$ cat src/rtl/pc_fetch_unit.sv
// pc_fetch_unit
//   Program counter and instruction-fetch front end for the control unit.
//   Executes PC commands (clear > load > increment > hold), fetches words
//   from a synchronous instruction memory (1-cycle read latency) and presents
//   a latched IR with a valid flag.
//
//   Build option: `define FETCH_REL_BRANCH_EN makes PC_LD a PC-relative branch
//   (PC <= PC + signed PC_TARGET). Without it, PC_LD loads PC_TARGET directly.
//
// Ports
//   Clock, Reset          clock; synchronous active-high reset
//   PC_CLR/PC_LD/PC_IC    PC commands; PC_CLR also aborts an in-flight fetch
//   PC_TARGET             load / branch operand
//   FETCH_REQ             pulse: fetch word at current PC
//   IM_RDATA              memory read data, valid the cycle after IM_EN
//   IM_EN, IM_ADDR        memory read strobe and address
//   IR, IR_VALID          fetched instruction and its valid flag
//   FETCH_BUSY            fetch in flight; new FETCH_REQ is ignored
//   FETCH_DROP            1-cycle pulse after an ignored FETCH_REQ
//   PC, PC_WRAP           program counter; sticky increment-wrap flag
module pc_fetch_unit #(
  parameter int ADDR_W   = 8,
  parameter int INSTR_W  = 16,
  parameter int RESET_PC = 0
) (
  input  logic               Clock,
  input  logic               Reset,
  input  logic               PC_CLR,
  input  logic               PC_LD,
  input  logic               PC_IC,
  input  logic [ADDR_W-1:0]  PC_TARGET,
  input  logic               FETCH_REQ,
  input  logic [INSTR_W-1:0] IM_RDATA,
  output logic               IM_EN,
  output logic [ADDR_W-1:0]  IM_ADDR,
  output logic [INSTR_W-1:0] IR,
  output logic               IR_VALID,
  output logic               FETCH_BUSY,
  output logic               FETCH_DROP,
  output logic [ADDR_W-1:0]  PC,
  output logic               PC_WRAP
);

  localparam logic [ADDR_W-1:0] RST_PC = ADDR_W'(RESET_PC);

  typedef enum logic [1:0] {F_IDLE, F_ISSUE, F_CAPTURE} fstate_t;

  fstate_t             state, state_nxt;
  logic [ADDR_W-1:0]   pc, pc_nxt;
  logic                pc_wrap, wrap_nxt;
  logic [ADDR_W-1:0]   fetch_addr;
  logic [INSTR_W-1:0]  ir;
  logic                ir_valid;
  logic                fetch_drop;
  logic                busy, accept, abort;

  assign busy   = (state != F_IDLE);
  // A request is only taken in idle; PC_CLR there does not block it.
  assign accept = !busy && FETCH_REQ;
  assign abort  = busy && PC_CLR;

  // Fetch FSM next state
  always_comb begin
    state_nxt = state;
    case (state)
      F_IDLE:    if (FETCH_REQ) state_nxt = F_ISSUE;
      F_ISSUE:   state_nxt = F_CAPTURE;
      F_CAPTURE: state_nxt = F_IDLE;
      default:   state_nxt = F_IDLE;
    endcase
    if (abort) state_nxt = F_IDLE;
  end

  // PC command decode: one action per cycle, clear > load > increment
  always_comb begin
    pc_nxt   = pc;
    wrap_nxt = pc_wrap;
    if (PC_CLR) begin
      pc_nxt   = RST_PC;
      wrap_nxt = 1'b0;
    end else if (PC_LD) begin
`ifdef FETCH_REL_BRANCH_EN
      // Two's-complement add of the same width is the signed offset mod 2^W.
      pc_nxt = pc + PC_TARGET;
`else
      pc_nxt = PC_TARGET;
`endif
    end else if (PC_IC) begin
      pc_nxt = pc + ADDR_W'(1);
      if (&pc) wrap_nxt = 1'b1;
    end
  end

  always_ff @(posedge Clock) begin
    if (Reset) begin
      state      <= F_IDLE;
      pc         <= RST_PC;
      pc_wrap    <= 1'b0;
      fetch_addr <= '0;
      ir         <= '0;
      ir_valid   <= 1'b0;
      fetch_drop <= 1'b0;
    end else begin
      state      <= state_nxt;
      pc         <= pc_nxt;
      pc_wrap    <= wrap_nxt;
      fetch_drop <= FETCH_REQ && busy;
      if (accept) begin
        fetch_addr <= pc;              // pre-update PC
        ir_valid   <= 1'b0;
      end
      if (state == F_CAPTURE && !PC_CLR) begin
        ir       <= IM_RDATA;
        ir_valid <= 1'b1;
      end
      if (abort) ir_valid <= 1'b0;
    end
  end

  assign IM_EN      = (state == F_ISSUE);
  assign IM_ADDR    = fetch_addr;
  assign IR         = ir;
  assign IR_VALID   = ir_valid;
  assign FETCH_BUSY = busy;
  assign FETCH_DROP = fetch_drop;
  assign PC         = pc;
  assign PC_WRAP    = pc_wrap;

endmodule

$ cat config.mk
export PLATFORM = sky130hd
export DESIGN_NAME = pc_fetch_unit
export DESIGN_NICKNAME = d
export VERILOG_FILES = /design/src/rtl/pc_fetch_unit.sv
export SDC_FILE = /design/constraint.sdc
export NUM_CORES = 1
export LEC_CHECK = 0
export CAP_MARGIN = 20
export CORE_UTILIZATION = 40
export CTS_BUF_LIST = sky130_fd_sc_hd__clkbuf_8
export CTS_CLUSTER_SIZE = 10
export DETAILED_ROUTE_END_ITERATION = 12
export GPL_TIMING_DRIVEN = 0
export HOLD_SLACK_MARGIN = 0.03
export PLACE_DENSITY = 0.84
export SYNTH_ARGS = -nofsm -noshare
export SYNTH_HDL_FRONTEND = slang
export SYNTH_SLANG_ARGS = --single-unit
$ cat constraint.sdc
create_clock -name Clock -period 1.8 [get_ports Clock]
set_input_delay 0.27 -clock Clock [delete_from_list [all_inputs] [get_ports Clock]]
set_output_delay 0.27 -clock Clock [all_outputs]
set_load 0.005 [all_outputs]
* After elaboration in Yosys (flattened, before gate mapping) *
Index checks and enable logic that the tools add are counted.

word-level totals
  register bits after elaboration = 37
  input port bits = 30
  output and inout bits = 37
  logic and storage cells = 31

operators by class
  add/sub/neg operators = 1
  eq/ne operators = 3
  mux-type cells = 6
  bitwise gates (word level) = 1
  reduce and logical (&&, ||, !) cells = 13

operators by type and width
  kind                 count
  $mux 8               2
  $reduce_and 10->1    1
  $add 8x1->8 const B  1
  $reduce_bool 2->1    3
  $logic_and 1x1->1    4
  $pmux 2 s2           1
  $reduce_or 2->1      2
  $eq 2x1->1 const B   1
  $eq 2x2->1 const B   1
  $logic_not 1->1      2
  $logic_not 2->1      1
  $mux 1               2
  $mux 2               1
  $ne 2x2->1 const B   1
  $not 1->1            1

* Depth between registers and ports, before layout *
Gate-level depths: netlist (run 1).

  depth in word-level cells = 5
  depth in mapped cells = 5

* Least setup slack after synthesis (run 1) *
OpenSTA, ideal clock, no wires.

  kind = reg2reg
  start point = register pc[0] (netlist: PC[0])
  end point = register pc[2] (netlist: PC[2])
  arrival time = 1168 ps
  data required time = 1688 ps
  setup slack = 520 ps
  cell stages (with the launch flop) = 5
  path buffers = 0
  period minus slack after synthesis = 1280 ps
  cells stage by stage = dfxtp_1 -> ha_1 -> nand2_2 -> xor2_1 -> a2111oi_1

between the ends
  word-level cells in the longest chain between the ends = 3

RTL lines
  what                    RTL line  RTL
  start, declared         49        logic [ADDR_W-1:0] pc, pc_nxt;
  start signal, assigned  105       pc <= pc_nxt;
  $add 8x1->8             89        pc_nxt = pc + ADDR_W'(1);
  $mux 8                  88        end else if (PC_IC) begin
  $mux 8                  81        end else if (PC_LD) begin

No other way between the ends. The select of a mux whose other input is x is not followed.
A chain may end at the register's enable or synchronous reset.

* Worst setup path after layout (run 1) *
  start point = register state[0]
  end point = output IM_EN

between the ends
  word-level cells in the longest chain between the ends = 1

RTL lines
  what                    RTL line  RTL
  start, declared         48        fstate_t state, state_nxt;
  start signal, assigned  104       state <= state_nxt;
  $eq 2x1->1              120       assign IM_EN = (state == F_ISSUE);
  end, declared           34        output logic IM_EN,

No other way between the ends.

==> results.md, run 1 <==
* Slew margin rel. at 0.641
* P&R area growth vs syn at 52.6%
* Worst Path Max Fanout at 6
* # IOs at 67
* DP HPWL at roughly 2500 um
* Net Sw Frac at 0.232
* GRT Total Usage at 0.183
* Largest net degree at the start of global routing at 12
* CTS tree: yes
* Initial antenna violation count at 0
* # Post-CTS Setup Buffers at 0
* Netlist cell types at 34
* Vias at 1,300
* Clk sinks at 37
* Die H at between 60 and 70 um
* Comb pwr share at 0.119
* P per Cell Area at slightly below 700 mW/mm^2
* Final Hold Slack at between 0.4 and 0.5 ns
* Sequential share of power at 0.540
* Max Fclk at a little over 0.6 GHz
* Leak pwr at about 0.00086 uW
* Drt initial violations at 62
* Post-route DRC at 0
* Final setup TNS at 0 ns
* Async SR Flop Fraction at 0
* Net Switching at approximately 370 uW
* Via density at between 4 and 5
* Synth Area per Inst at 10.0 um^2
* Count leader, synth: dfxtp_1
* Worst-Margin Slew at ~0.54 ns
* Die span in x at 63.3 um
* Shortest period the worst path allows at around 1.6 ns
* Clock transition at path regs at around 0.07 ns
* Finish-stage setup viols at 0
* Syn_nets at about 180
* Initial Utilization at 0.434
* N_diodes at 0
* Cts hold-fix bufs at 0
* Pre-antenna DRT Iters at 4
* Max H-tree Level at 2
* Required @ worst endpoint at 1.53 ns
* Sequential fraction of the synthesis area at 0.493
* Post-synth EDFFs at 0
* WL met2 at 1580 um
* Post_cts resized at 0
* Period utilisation layout at 0.906
* Hold Vio Cnt, Final at 0
* IR drop worst, VDD at 0.000462 V
* Worst hold-check path type: in -> reg
* Layout cells sized above 1 at 0.0717
* Crit Path Class: reg -> out
* CP startpoint kind: flop
* Post-Syn Area at 0.00150 mm^2
* Worst-Skew Late Latency at 0.28 ns
* Leading area contributor after synthesis: dfxtp_1
* Clk buf depth at 2
* Layout Skew at between 0.004 and 0.005 ns
* DR top layer: met4
* Drt total wl at approximately 3400 um
* Clock share of power at 0.341
* Slew Limit Fails at 0
* Metal3 WL at ~150 um
* Nets@finish at 253
* Wire per inst at ~13 um
* GPL Wtd Cong at ~0.74
* Most common flop cell mapped by yosys: dfxtp_1
* Arr. time, crit path at roughly 1.4 ns
* Post-Syn Instances at 150
* Vias in the first global route at between 1,000 and 1,500
* #FFs+latches synth at 37
* Final ANT Viol Nets at 0
* Crit. End Element: primary output
* CTS buffer count at 5
* Die ar. at between 0.004 and 0.005 mm^2
* Synth area leaders: dfxtp_1, mux2i_1, nor2_1
* Met1 wire length at between 1500 and 2000 um
* Maxcap violations at 0
* Port bufs at 65
* Unrepaired setup endpoints after global routing: no
* First-pass GRT wire length at roughly 5800 um
* Grt ovf at 0
* Warnings, synthesis at 0
* Int Power at 1220 uW
* Core area at approximately 0.0035 mm^2
* # rows at 21
* Status: finished clean
* Most frequent cells after synthesis: dfxtp_1, nor2_1, mux2i_1
* Share of the synthesized area in the top cell type at 0.493
* CTS root buffer: clkbuf_8
==> registers in the layout, summed over array words and instances, names as in the netlist <==
register    count
IM_ADDR         8
PC_WRAP         1
PC              8
IR             16
state           2
IR_VALID        1
FETCH_DROP      1
==> kinds of logic (layout without fill, tap and decap cells) <==
| logic type | count (synthesis) | in the layout | synth area share |
|---|---|---|---|
| adder cells (fa/ha/maj) | 1 | 1 | 0.00832 |
| flip-flops | 37 | 37 | 0.493 |
| multiplexers | 25 | 25 | 0.166 |
| AND/OR/NAND/NOR | 53 | 53 | 0.176 |
| AO/OA/AOI/OAI | 19 | 19 | 0.0832 |
| buffers and inverters | 11 | 84 | 0.0499 |
| XOR/XNOR | 4 | 4 | 0.0233 |
==> per-layer routing <==
metal / vias up / GRT usage
met4: 0 / 0.0767
li1: 658 / -
met2: 41 / 0.313
met5: - / 0
met1: 596 / 0.222
met3: 5 / 0.0380
==> cells in the final DEF (no fill, tap or decap), types with 2 or more instances in the layout <==
cell type / Yosys / routed
nand3_1: 3 / 3
o21ai_0: 8 / 8
a21oi_1: 3 / 3
mux2i_1: 25 / 25
a31oi_1: 2 / 2
o211a_1: 3 / 3
dfxtp_1: 37 / 37
nor3b_1: 2 / 2
nor2b_1: 3 / 3
clkdlybuf4s50_1: 0 / 65
clkbuf_8: 0 / 5
buf_4: 2 / 2
nand2_1: 4 / 4
nor2_1: 28 / 28
xor2_1: 3 / 3
buf_2: 2 / 2
or3_1: 2 / 2
clkinv_2: 0 / 2
nand4_1: 2 / 2
clkbuf_1: 2 / 2
inv_1: 3 / 4
==> path summary, 6_finish.rpt <==
check	start	to	slack, ns	cells after the start
max	state[0]	IM_EN	0.17	2
min	PC_IC	PC[0]	0.42	4
min reg2reg	PC_WRAP	PC_WRAP	0.48	1
max reg2reg	PC[0]	PC[2]	0.35	4
==> power by group through the flow <==
stage                     clock (uW)  combinational (uW)  sequential (uW)
after floorplan                    0                72.7              874
after global placement             0                 188              876
after detailed placement           0                 191              876
after CTS                        559                 192              858
after global routing             604                 206              860
final                            543                 189              858
==> worst max-delay path: stages (launching register included) <==
cell and delay [ns]:
dfxtp_1 0.42, and2b_1 0.16, clkdlybuf4s50_1 0.49
==> cell type report <==
| cell class | instances | area (um^2) |
|---|---|---|
| buffer | 8 | 63.8 |
| multi-input combinational | 102 | 688 |
| timing repair buffer | 65 | 651 |
| inverter | 3 | 11.3 |
| sequential | 37 | 741 |
| tap | 46 | 57.6 |
| fill | 307 | 1170 |
| clock buffer | 5 | 68.8 |
| clock inverter | 3 | 13.8 |
==> per-stage QoR <==
stage          utilization  std cells  power [uW]  setup WS [ns]  area (um^2)
6_report             0.662        269        1590          0.169         2290
2_1_floorplan            -        150         946          0.520         1500
5_1_grt              0.662        269        1670          0.103         2290
3_3_place_gp         0.638        261        1060         0.0945         2210
4_1_cts              0.662        269        1610          0.160         2290
3_5_place_dp         0.638        261        1070         0.0696         2210
(Power assumes the default switching activity.)
==> run 2, diff against run 1 <==
--- a/config.mk
+++ b/config.mk
@@ -6,13 +6,15 @@
 export NUM_CORES = 1
 export LEC_CHECK = 0
 export CAP_MARGIN = 20
-export CORE_UTILIZATION = 40
+export CELL_PAD_IN_SITES_DETAIL_PLACEMENT = 2
+export CELL_PAD_IN_SITES_GLOBAL_PLACEMENT = 2
+export CORE_UTILIZATION = 25
 export CTS_BUF_LIST = sky130_fd_sc_hd__clkbuf_8
 export CTS_CLUSTER_SIZE = 10
 export DETAILED_ROUTE_END_ITERATION = 12
 export GPL_TIMING_DRIVEN = 0
 export HOLD_SLACK_MARGIN = 0.03
-export PLACE_DENSITY = 0.84
+export PLACE_DENSITY = 0.89
 export SYNTH_ARGS = -nofsm -noshare
 export SYNTH_HDL_FRONTEND = slang
 export SYNTH_SLANG_ARGS = --single-unit
==> results.md, run 2 (synthesis gave the netlist of run 1 again) <==
* N_diodes at 0 (unchanged)
* Hold Vio Cnt, Final at 0 (unchanged)
* CTS tree: yes
* CP cell instances: and2b_1 > clkdlybuf4s50_1
* Grt ovf at 0 (unchanged)
* Shortest period the worst path allows at 1.64 ns (+0.00683 ns)
* Slew margin rel. at 0.566 (-0.0751)
* Unrepaired setup endpoints after global routing: no
* Worst-Margin Slew at 0.649 ns (+0.112 ns)
* GR Util met1 at 0.177 (-0.0452)
* GR peak layer: met2
* Worst Path Max Fanout at 6 (unchanged)
* Core area at 0.00564 mm^2 (+63%)
* Commonest non-fill, non-tap cell in the layout: clkdlybuf4s50_1
* Finish-stage setup viols at 0 (unchanged)
* GR met2 Demand/Resource at 0.247 (-0.0662)
* Clk sinks at 37 (unchanged)
* P per Cell Area at 686 mW/mm^2 (-1.1%)
* Most frequent cells in the layout: clkdlybuf4s50_1, dfxtp_1, nor2_1
* Register area at 741 um^2 (unchanged)
* Layout cells sized above 1 at 0.0628 (-0.00897)
* GRT Total Usage at 0.148 (-0.0352)
* Clock transition at path regs at 0.07 ns (about the same)
* Wire per inst at 14.8 um (+16%)
* Leak pwr at 0.000866 uW (+0.33%)
* Die span in x at 79.6 um (+26%)
* GR Layer Usage met3 at 0.0469 (+0.00881)
* Post-route DRC at 0 (unchanged)
* Die H at 79.6 um (+26%)
* Port bufs at 65 (unchanged)
* Clk buf depth at 2 (unchanged)
* CTS root buffer: clkbuf_8
* Required @ worst endpoint at 1.53 ns (about the same)
* Die ar. at 0.00633 mm^2 (+58%)
* First-pass GRT wire length at 7010 um (+21%)
* # rows at 27 (+29%)
* Max H-tree Level at 2 (unchanged)
* Slew Limit Fails at 0 (unchanged)
* P&R area growth vs syn at 54.6%
* DP HPWL at 3230 um (+28%)
* Final Util at 0.412 (-0.250)
* Vias in the first global route at 1,392 (+9.0%)
* # IOs at 67 (unchanged)
* Pre-antenna DRT Iters at 4 (unchanged)
* CP max stage cell: clkdlybuf4s50_1
* Crit Path Class: reg -> out
* Nets@finish at 253 (unchanged)
* GPL Wtd Cong at 0.705 (-5.0%)
* Layout Skew at 0.00482 ns (+0.000590 ns)
* IR drop worst, VDD at 0.000271 V (-41%)
* Crit. End Element: primary output
* Status: finished clean
* CTS buffer count at 5 (unchanged)
* Initial antenna violation count at 0 (unchanged)
* Worst-Skew Late Latency at 0.28 ns (about the same)
* # Post-CTS Setup Buffers at 0 (unchanged)
* Maxcap violations at 0 (unchanged)
* Arr. time, crit path at 1.37 ns (about the same)
* Initial Utilization at 0.267 (-0.167)
* Area of the multi-input gates at 688 um^2 (unchanged)
* Final ANT Viol Nets at 0 (unchanged)
* Highest cell delay on the worst timing path at 0.50 ns (about the same)
* Via density at 4.64 (-3.9%)
* Vias at 1,370 (+5.4%)
* Drt initial violations at 30 (-52%)
* Worst hold-check path type: in -> reg
* Cts hold-fix bufs at 0 (unchanged)
* Drt total wl at 4350 um (+28%)
* Final Cell Area at 0.00232 mm^2 (+1.3%)
* Period utilisation layout at 0.910 (+0.00379)
* Placed instance area at 0.00224 mm^2 (+1.5%)
* Post_cts resized at 0 (unchanged)
* Max Fclk at 0.610 GHz (-0.42%)
* Max reg flops at 16 (unchanged)
* FILL cells at 598 (+95%)
* Largest net degree at the start of global routing at 11 (-1)
* CP startpoint kind: flop
[run 2: cell count changes in the layout (fill, tap and decap cells not counted), sizes merged]
cell    previous run  this run
clkinv             2         0
inv                4         6
[run 2: final timing paths]
path | end | cells past startpoint | from | slack [ns]
worst max-delay path | IM_EN | 2 | state[0] | 0.16
worst min register to register | PC_WRAP | 1 | PC_WRAP | 0.49
worst min-delay path | PC[0] | 4 | PC_IC | 0.43
worst max register to register | PC[2] | 4 | PC[1] | 0.27
[run 2: routing by layer]
metal | wire length [um] | part of all wire
met1 | 1840 | 0.42
met2 | 2180 | 0.50
met3 | 264 | 0.061
met4 | 62 | 0.014
met5 | 0 | 0
[run 2: worst max-delay path: cells and delay by family, from the launching register on]
family        cells  cell delay [ns]
buf+inv           1             0.50
flops             1             0.42
simple gates      1             0.17
[run 2: cell type report]
cell class                      instances  share of cell area
Buffer                                  8              0.0274
Timing Repair Buffer                   65               0.280
Tap cell                               72              0.0388
Multi-Input combinational cell        102               0.296
Clock inverter                          3             0.00484
Clock buffer                            5              0.0296
Inverter                                3             0.00484
Sequential cell                        37               0.319
[run 2: stage by stage]
step | hold WS, ns | std cells | worst slack [ns] | TNS, ns | total power, uW
3_5_place_dp | 0.465 | 287 | -0.0405 | -0.0405 | 1080
2_1_floorplan | 0.352 | 150 | 0.520 | 0 | 946
4_1_cts | 0.425 | 295 | 0.134 | 0 | 1630
5_1_grt | 0.432 | 295 | 0.0598 | 0 | 1690
6_report | 0.426 | 295 | 0.162 | 0 | 1590
3_3_place_gp | 0.454 | 287 | 0.0480 | 0 | 1070
[run 2: power by group]
group	internal (uW)	leakage (uW)	switching, uW
logic	122	0.000514	71.9
registers	837	0.000300	22.4
clock network	258	0.0000519	283
total	1220	0.000866	377
